===== src/rtl/frame_buffer_writer.sv =====
// ---------------------------------------------------------------------------
// frame_buffer_writer
//   Producer-side write controller for a pair of ping-pong frame buffers.
//   Accepts an RGB pixel stream (valid/ready), packs each pixel into a 32-bit
//   word and writes it into buffer 0 or buffer 1, alternating per frame.
//   Stalls the source while the next buffer is still held by the display.
//
//   Optional build macro: FRAME_BUFFER_WRITER_STATS_EN adds the
//   FramesWritten / SOFDrops statistics counters and ports.
//
// Ports
//   clk, reset            clock, asynchronous active-low reset
//   Enable                start filling (sampled in IDLE only)
//   PxR/PxG/PxB           pixel colour components
//   PxSOF, PxValid        start-of-frame marker, pixel valid
//   PxReady               pixel accepted this cycle (decoded from state)
//   Buf0Empty/Buf1Empty   drain pulses from the display controller
//   WData                 write word {8'h00, R, G, B}
//   WE0/WE1, Addr0/Addr1  per-buffer write strobe and address
//   Buf0Full/Buf1Full     buffer holds a complete frame
//   FramesWritten         (stats) completed buffers, saturating
//   SOFDrops              (stats) partial frames discarded by SOF, saturating
// ---------------------------------------------------------------------------
module frame_buffer_writer #(
  parameter int unsigned ADDR_W    = 20,
  parameter int unsigned BUF_DEPTH = 307200
) (
  input  logic              clk,
  input  logic              reset,
  input  logic              Enable,
  input  logic [7:0]        PxR,
  input  logic [7:0]        PxG,
  input  logic [7:0]        PxB,
  input  logic              PxSOF,
  input  logic              PxValid,
  output logic              PxReady,
  input  logic              Buf0Empty,
  input  logic              Buf1Empty,
  output logic [31:0]       WData,
  output logic              WE0,
  output logic              WE1,
  output logic [ADDR_W-1:0] Addr0,
  output logic [ADDR_W-1:0] Addr1,
  output logic              Buf0Full,
  output logic              Buf1Full
`ifdef FRAME_BUFFER_WRITER_STATS_EN
  ,
  output logic [15:0]       FramesWritten,
  output logic [7:0]        SOFDrops
`endif
);

  localparam logic [2:0] S_IDLE  = 3'd0;
  localparam logic [2:0] S_FILL0 = 3'd1;
  localparam logic [2:0] S_FILL1 = 3'd2;
  localparam logic [2:0] S_WAIT0 = 3'd3;
  localparam logic [2:0] S_WAIT1 = 3'd4;

  localparam logic [ADDR_W-1:0] LAST_PTR = ADDR_W'(BUF_DEPTH - 1);

  logic [2:0]        state, state_nxt;
  logic [ADDR_W-1:0] ptr, ptr_nxt;
  logic [ADDR_W-1:0] wr_addr;
  logic [ADDR_W-1:0] addr0_nxt, addr1_nxt;
  logic [31:0]       wdata_nxt;
  logic              we0_nxt, we1_nxt;
  logic              full0_nxt, full1_nxt;
  logic              full0_eff, full1_eff;
  logic              accept, in_fill0, in_fill1;
  logic              sof_restart, last_word;

  // Ready is a pure decode of the registered state.
  assign in_fill0 = (state == S_FILL0);
  assign in_fill1 = (state == S_FILL1);
  assign PxReady  = in_fill0 | in_fill1;

  // Next-state and datapath decode.
  always_comb begin
    state_nxt = state;
    ptr_nxt   = ptr;
    addr0_nxt = Addr0;
    addr1_nxt = Addr1;
    wdata_nxt = WData;
    we0_nxt   = 1'b0;
    we1_nxt   = 1'b0;

    accept      = PxValid & PxReady;
    // An SOF mid-frame restarts the current buffer at word 0.
    sof_restart = accept & PxSOF & (ptr != '0);
    last_word   = accept & ~sof_restart & (ptr == LAST_PTR);
    wr_addr     = sof_restart ? '0 : ptr;

    // A drain pulse frees the buffer this edge; a same-edge set overrides it.
    full0_eff = Buf0Full & ~Buf0Empty;
    full1_eff = Buf1Full & ~Buf1Empty;
    full0_nxt = full0_eff | (last_word & in_fill0);
    full1_nxt = full1_eff | (last_word & in_fill1);

    if (accept) begin
      wdata_nxt = {8'h00, PxR, PxG, PxB};
      we0_nxt   = in_fill0;
      we1_nxt   = in_fill1;
      if (in_fill0) addr0_nxt = wr_addr;
      if (in_fill1) addr1_nxt = wr_addr;
      if (sof_restart)    ptr_nxt = ADDR_W'(1);
      else if (last_word) ptr_nxt = '0;
      else                ptr_nxt = ptr + ADDR_W'(1);
    end

    case (state)
      S_IDLE:  if (Enable) state_nxt = S_FILL0;
      S_FILL0: if (last_word) state_nxt = full1_eff ? S_WAIT1 : S_FILL1;
      S_FILL1: if (last_word) state_nxt = full0_eff ? S_WAIT0 : S_FILL0;
      S_WAIT0: if (Buf0Empty) state_nxt = S_FILL0;
      S_WAIT1: if (Buf1Empty) state_nxt = S_FILL1;
      default: state_nxt = S_IDLE;
    endcase
  end

  // State and registered outputs.
  always_ff @(posedge clk or negedge reset) begin
    if (!reset) begin
      state    <= S_IDLE;
      ptr      <= '0;
      WData    <= '0;
      WE0      <= 1'b0;
      WE1      <= 1'b0;
      Addr0    <= '0;
      Addr1    <= '0;
      Buf0Full <= 1'b0;
      Buf1Full <= 1'b0;
    end else begin
      state    <= state_nxt;
      ptr      <= ptr_nxt;
      WData    <= wdata_nxt;
      WE0      <= we0_nxt;
      WE1      <= we1_nxt;
      Addr0    <= addr0_nxt;
      Addr1    <= addr1_nxt;
      Buf0Full <= full0_nxt;
      Buf1Full <= full1_nxt;
    end
  end

`ifdef FRAME_BUFFER_WRITER_STATS_EN
  // Saturating statistics counters.
  always_ff @(posedge clk or negedge reset) begin
    if (!reset) begin
      FramesWritten <= '0;
      SOFDrops      <= '0;
    end else begin
      if (last_word && (FramesWritten != 16'hFFFF))
        FramesWritten <= FramesWritten + 16'd1;
      if (sof_restart && (SOFDrops != 8'hFF))
        SOFDrops <= SOFDrops + 8'd1;
    end
  end
`endif

endmodule


===== config.mk =====
export PLATFORM = sky130hd
export DESIGN_NAME = frame_buffer_writer
export DESIGN_NICKNAME = d
export VERILOG_FILES = /design/src/rtl/frame_buffer_writer.sv
export SDC_FILE = /design/constraint.sdc
export NUM_CORES = 1
export LEC_CHECK = 0
export CAP_MARGIN = 25
export CORE_MARGIN = 8
export CORE_UTILIZATION = 28
export CTS_CLUSTER_SIZE = 40
export DETAILED_ROUTE_END_ITERATION = 10
export SLEW_MARGIN = 20
export SYNTH_ARGS = -nofsm -noshare
export SYNTH_HDL_FRONTEND = slang
export SYNTH_SLANG_ARGS = --single-unit

===== constraint.sdc =====
create_clock -name clk -period 2.6 [get_ports clk]
set_input_delay 0.39 -clock clk [delete_from_list [all_inputs] [get_ports clk]]
set_output_delay 0.39 -clock clk [all_outputs]
set_load 0.02 [all_outputs]

==> flow_summary.toml <==
[cells_and_area]
multi_input_area_mm2 = 0.001519
fillers = 1363
seqCellArea_mm2 = 0.002277
final_area_mm2 = 0.005488
layout.nets = 515
drive_above_1_share_pct = 9.465
n_antenna_cell = 0
syn2layout_area_growth_pct = 36.64

[yosys]
synth_top_area_cell = "dfrtp_1"
syn_avg_cell_area_um2 = 10.51
synth_edf_count = 0
yosysWarnings = 0
ys_top_cells_by_count = "dfrtp_1 (91), nand2_1 (88), a22o_1 (43), buf_4 (13), inv_1 (13)"
synthTopCellsByArea = "dfrtp_1 (57%), a22o_1 (9.4%), nand2_1 (8.2%)"
ys_seq_area_share_pct = 56.70
ys_types = 49
synth_ff_type = "dfrtp_1"
ys_ff_latch = 91
synth_top_area_share_pct = 56.70
synth_most_common_cell = "dfrtp_1"
syn-cell-area_mm2 = 0.004016
async_flop_share_pct = 100.0
syn_inst = 382

[detailed_routing]
vias_per_cell = 4.886
dr.first_iter.drc_count = 215
wl_per_cell_um = 17.11
drtAntennaViolNets = 0
vias = 3254
dr.pass1.iters = 4
wirelength_um = 11390
drcViolationCount = 0

[grt]
grt.busiest_layer = "met2"
antenna_found_initial = 0
grt.met3_usage_pct = 5.823
grt_max_degree = 48
grt_use_met1_pct = 16.44
grt.total_usage_pct = 12.97
grt_pass1_wl_um = 18650
grtUsageMet2_pct = 19.52
overflow = 0
grt_pass1_vias = 3394

[pwr]
vdd_drop_max_mv = 0.2590
power_leakage_nw = 2.455
p_per_area_mw_per_mm2 = 618.4

[floorplanning]
die_w_um = 135.8
start_util_pct = 28.82
dieArea_mm2 = 0.01843
io_pins = 108
rows = 43
coreArea_mm2 = 0.01393
die_h_um = 135.8

[clocking]
root_buffer = "clkbuf_16"
cts_hold_buf = 0
cts.clk_slew.worst_paths_ps = 60
ctsResizeCount = 0
postCtsSetupRepairBufs = 0
cts_tree = "built"
htreeDepth = 3
clock_sinks = 91
clock_latency_ps = 350
cts_buffers = 9
clk_path_buf_depth = 2

[worst_setup_path]
cp_max_fo = 10
path_common_cell = "a21oi_1"
cp.arrival_ps = 2630
crit_path_end_kind = "flip-flop"
path_buf_inv = 1
critical_path_class = "reg2reg"
required_ps = 2820
slowest_delay_ps = 540
cp-start-kind = "flip-flop"
critPathTopFamily = "simple AND/OR/NAND/NOR gates"
slowest_stage = "nor4_1"
path_cells = "ha_1 > nand3_2 > nor4_1 > a21oi_1 > buf_4 > a41oi_1 > a21oi_1"

[place]
port_buffers = 99
post-dp-hpwl_um = 8195
place_area_mm2 = 0.005226
gp_congestion = 0.9094

[sta]
finalMaxSlewViolations = 0
fin_crit_sh_pct = 92.84
relSlewSlack_pct = 45.06
max_freq_mhz = 414.3
setup_tns_ps = 0
hold_viol = 0
period_needed_ps = 2414
worst_slew_pin_slew_ps = 824.2
setup_viol_count_final = 0
rsz0062_at_grt = "no"
holdWs_ps = 49.25
skew_ps = 13.76

[run_status]
run_status = "finished, final reports clean"

[run]
max-cap-violations = 0

[hold_path]
holdCritPathClass = "in2async"
## cell usage in the layout, fill, tap and decap left out, types with 9 or more instances in the layout
master / instances
clkdlybuf4s50_1: 98
dfrtp_1: 91
nand2_1: 88
a22o_1: 43
buf_4: 18
inv_1: 13
nand3_1: 12
nand4_1: 10
clkbuf_16: 9
## per-layer routing
layer  part of all wire (%)  vias up
met5                      0        -
met4                    1.2        0
met3                    8.8       12
met2                     46      104
met1                     44     1601
li1                       -     1537
## power by group
part	total (mW)	internal (mW)	switching (mW)
sequential	1.58	1.51	0.0778
combinational	0.636	0.292	0.343
clock	1.18	0.643	0.532
total	3.39	2.44	0.953
## through the flow
step	worst slack [ps]	cells	utilization (%)	total power [mW]
3_5_place_dp	199.0	651	37.51	2.255
6_report	186.0	666	39.38	3.394
2_1_floorplan	602.5	389	-	1.946
4_1_cts	199.5	666	39.38	3.447
5_1_grt	42.25	666	39.38	3.569
3_3_place_gp	262.0	651	37.51	2.244
## state kept, by name, indices dropped and copies added (netlist names)
register and flops:
Addr1 20, WE0 1, Addr0 20, state 3, WData 24, Buf1Full 1, ptr 20, WE1 1
Buf0Full 1
## worst register-to-register path, stage by stage (launching register included)
cell	delay [ps]
dfrtp_1	440
ha_1	250
nand3_2	130
nor4_1	540
a21oi_1	400
buf_4	280
a41oi_1	200
a21oi_1	60
## path summary, 6_finish.rpt
| check | end | slack [ps] | cells after the start | startpoint |
|---|---|---|---|---|
| max | ptr[14] | 190 | 7 | ptr[1] |
| min | Addr0[16] | 50 | 1 | reset |
| max reg2reg | ptr[14] | 190 | 7 | ptr[1] |
| min reg2reg | WData[23] | 470 | 2 | WData[23] |
| max in group asynchronous | WData[17] | 1870 | 2 | reset |
| min in group clk | WData[23] | 470 | 2 | WData[23] |
## final cells by class
| class | count | area share [%] |
|---|---|---|
| Timing Repair Buffer | 118 | 21.07 |
| Tap cell | 180 | 4.104 |
| Inverter | 13 | 0.8892 |
| Sequential cell | 91 | 41.50 |
| Clock inverter | 4 | 0.5244 |
| Multi-Input combinational cell | 249 | 27.68 |
| Clock buffer | 11 | 4.241 |
## cells by family (layout without fill, tap and decap cells)
| family | after synthesis | in the layout | synth area share (%) |
|---|---|---|---|
| buffers and inverters | 49 | 146 | 6.137 |
| and+or+nand+nor | 148 | 148 | 18.32 |
| muxes | 3 | 3 | 0.7477 |
| AOI/OAI and AO/OA | 84 | 84 | 16.51 |
| DFF | 91 | 91 | 56.70 |
| xor gates and xnor gates | 4 | 4 | 0.8724 |
| other | 1 | 8 | 0.09337 |
| adders and majority gates | 2 | 2 | 0.6230 |
Note: power is estimated with default switching activity, not from simulation.
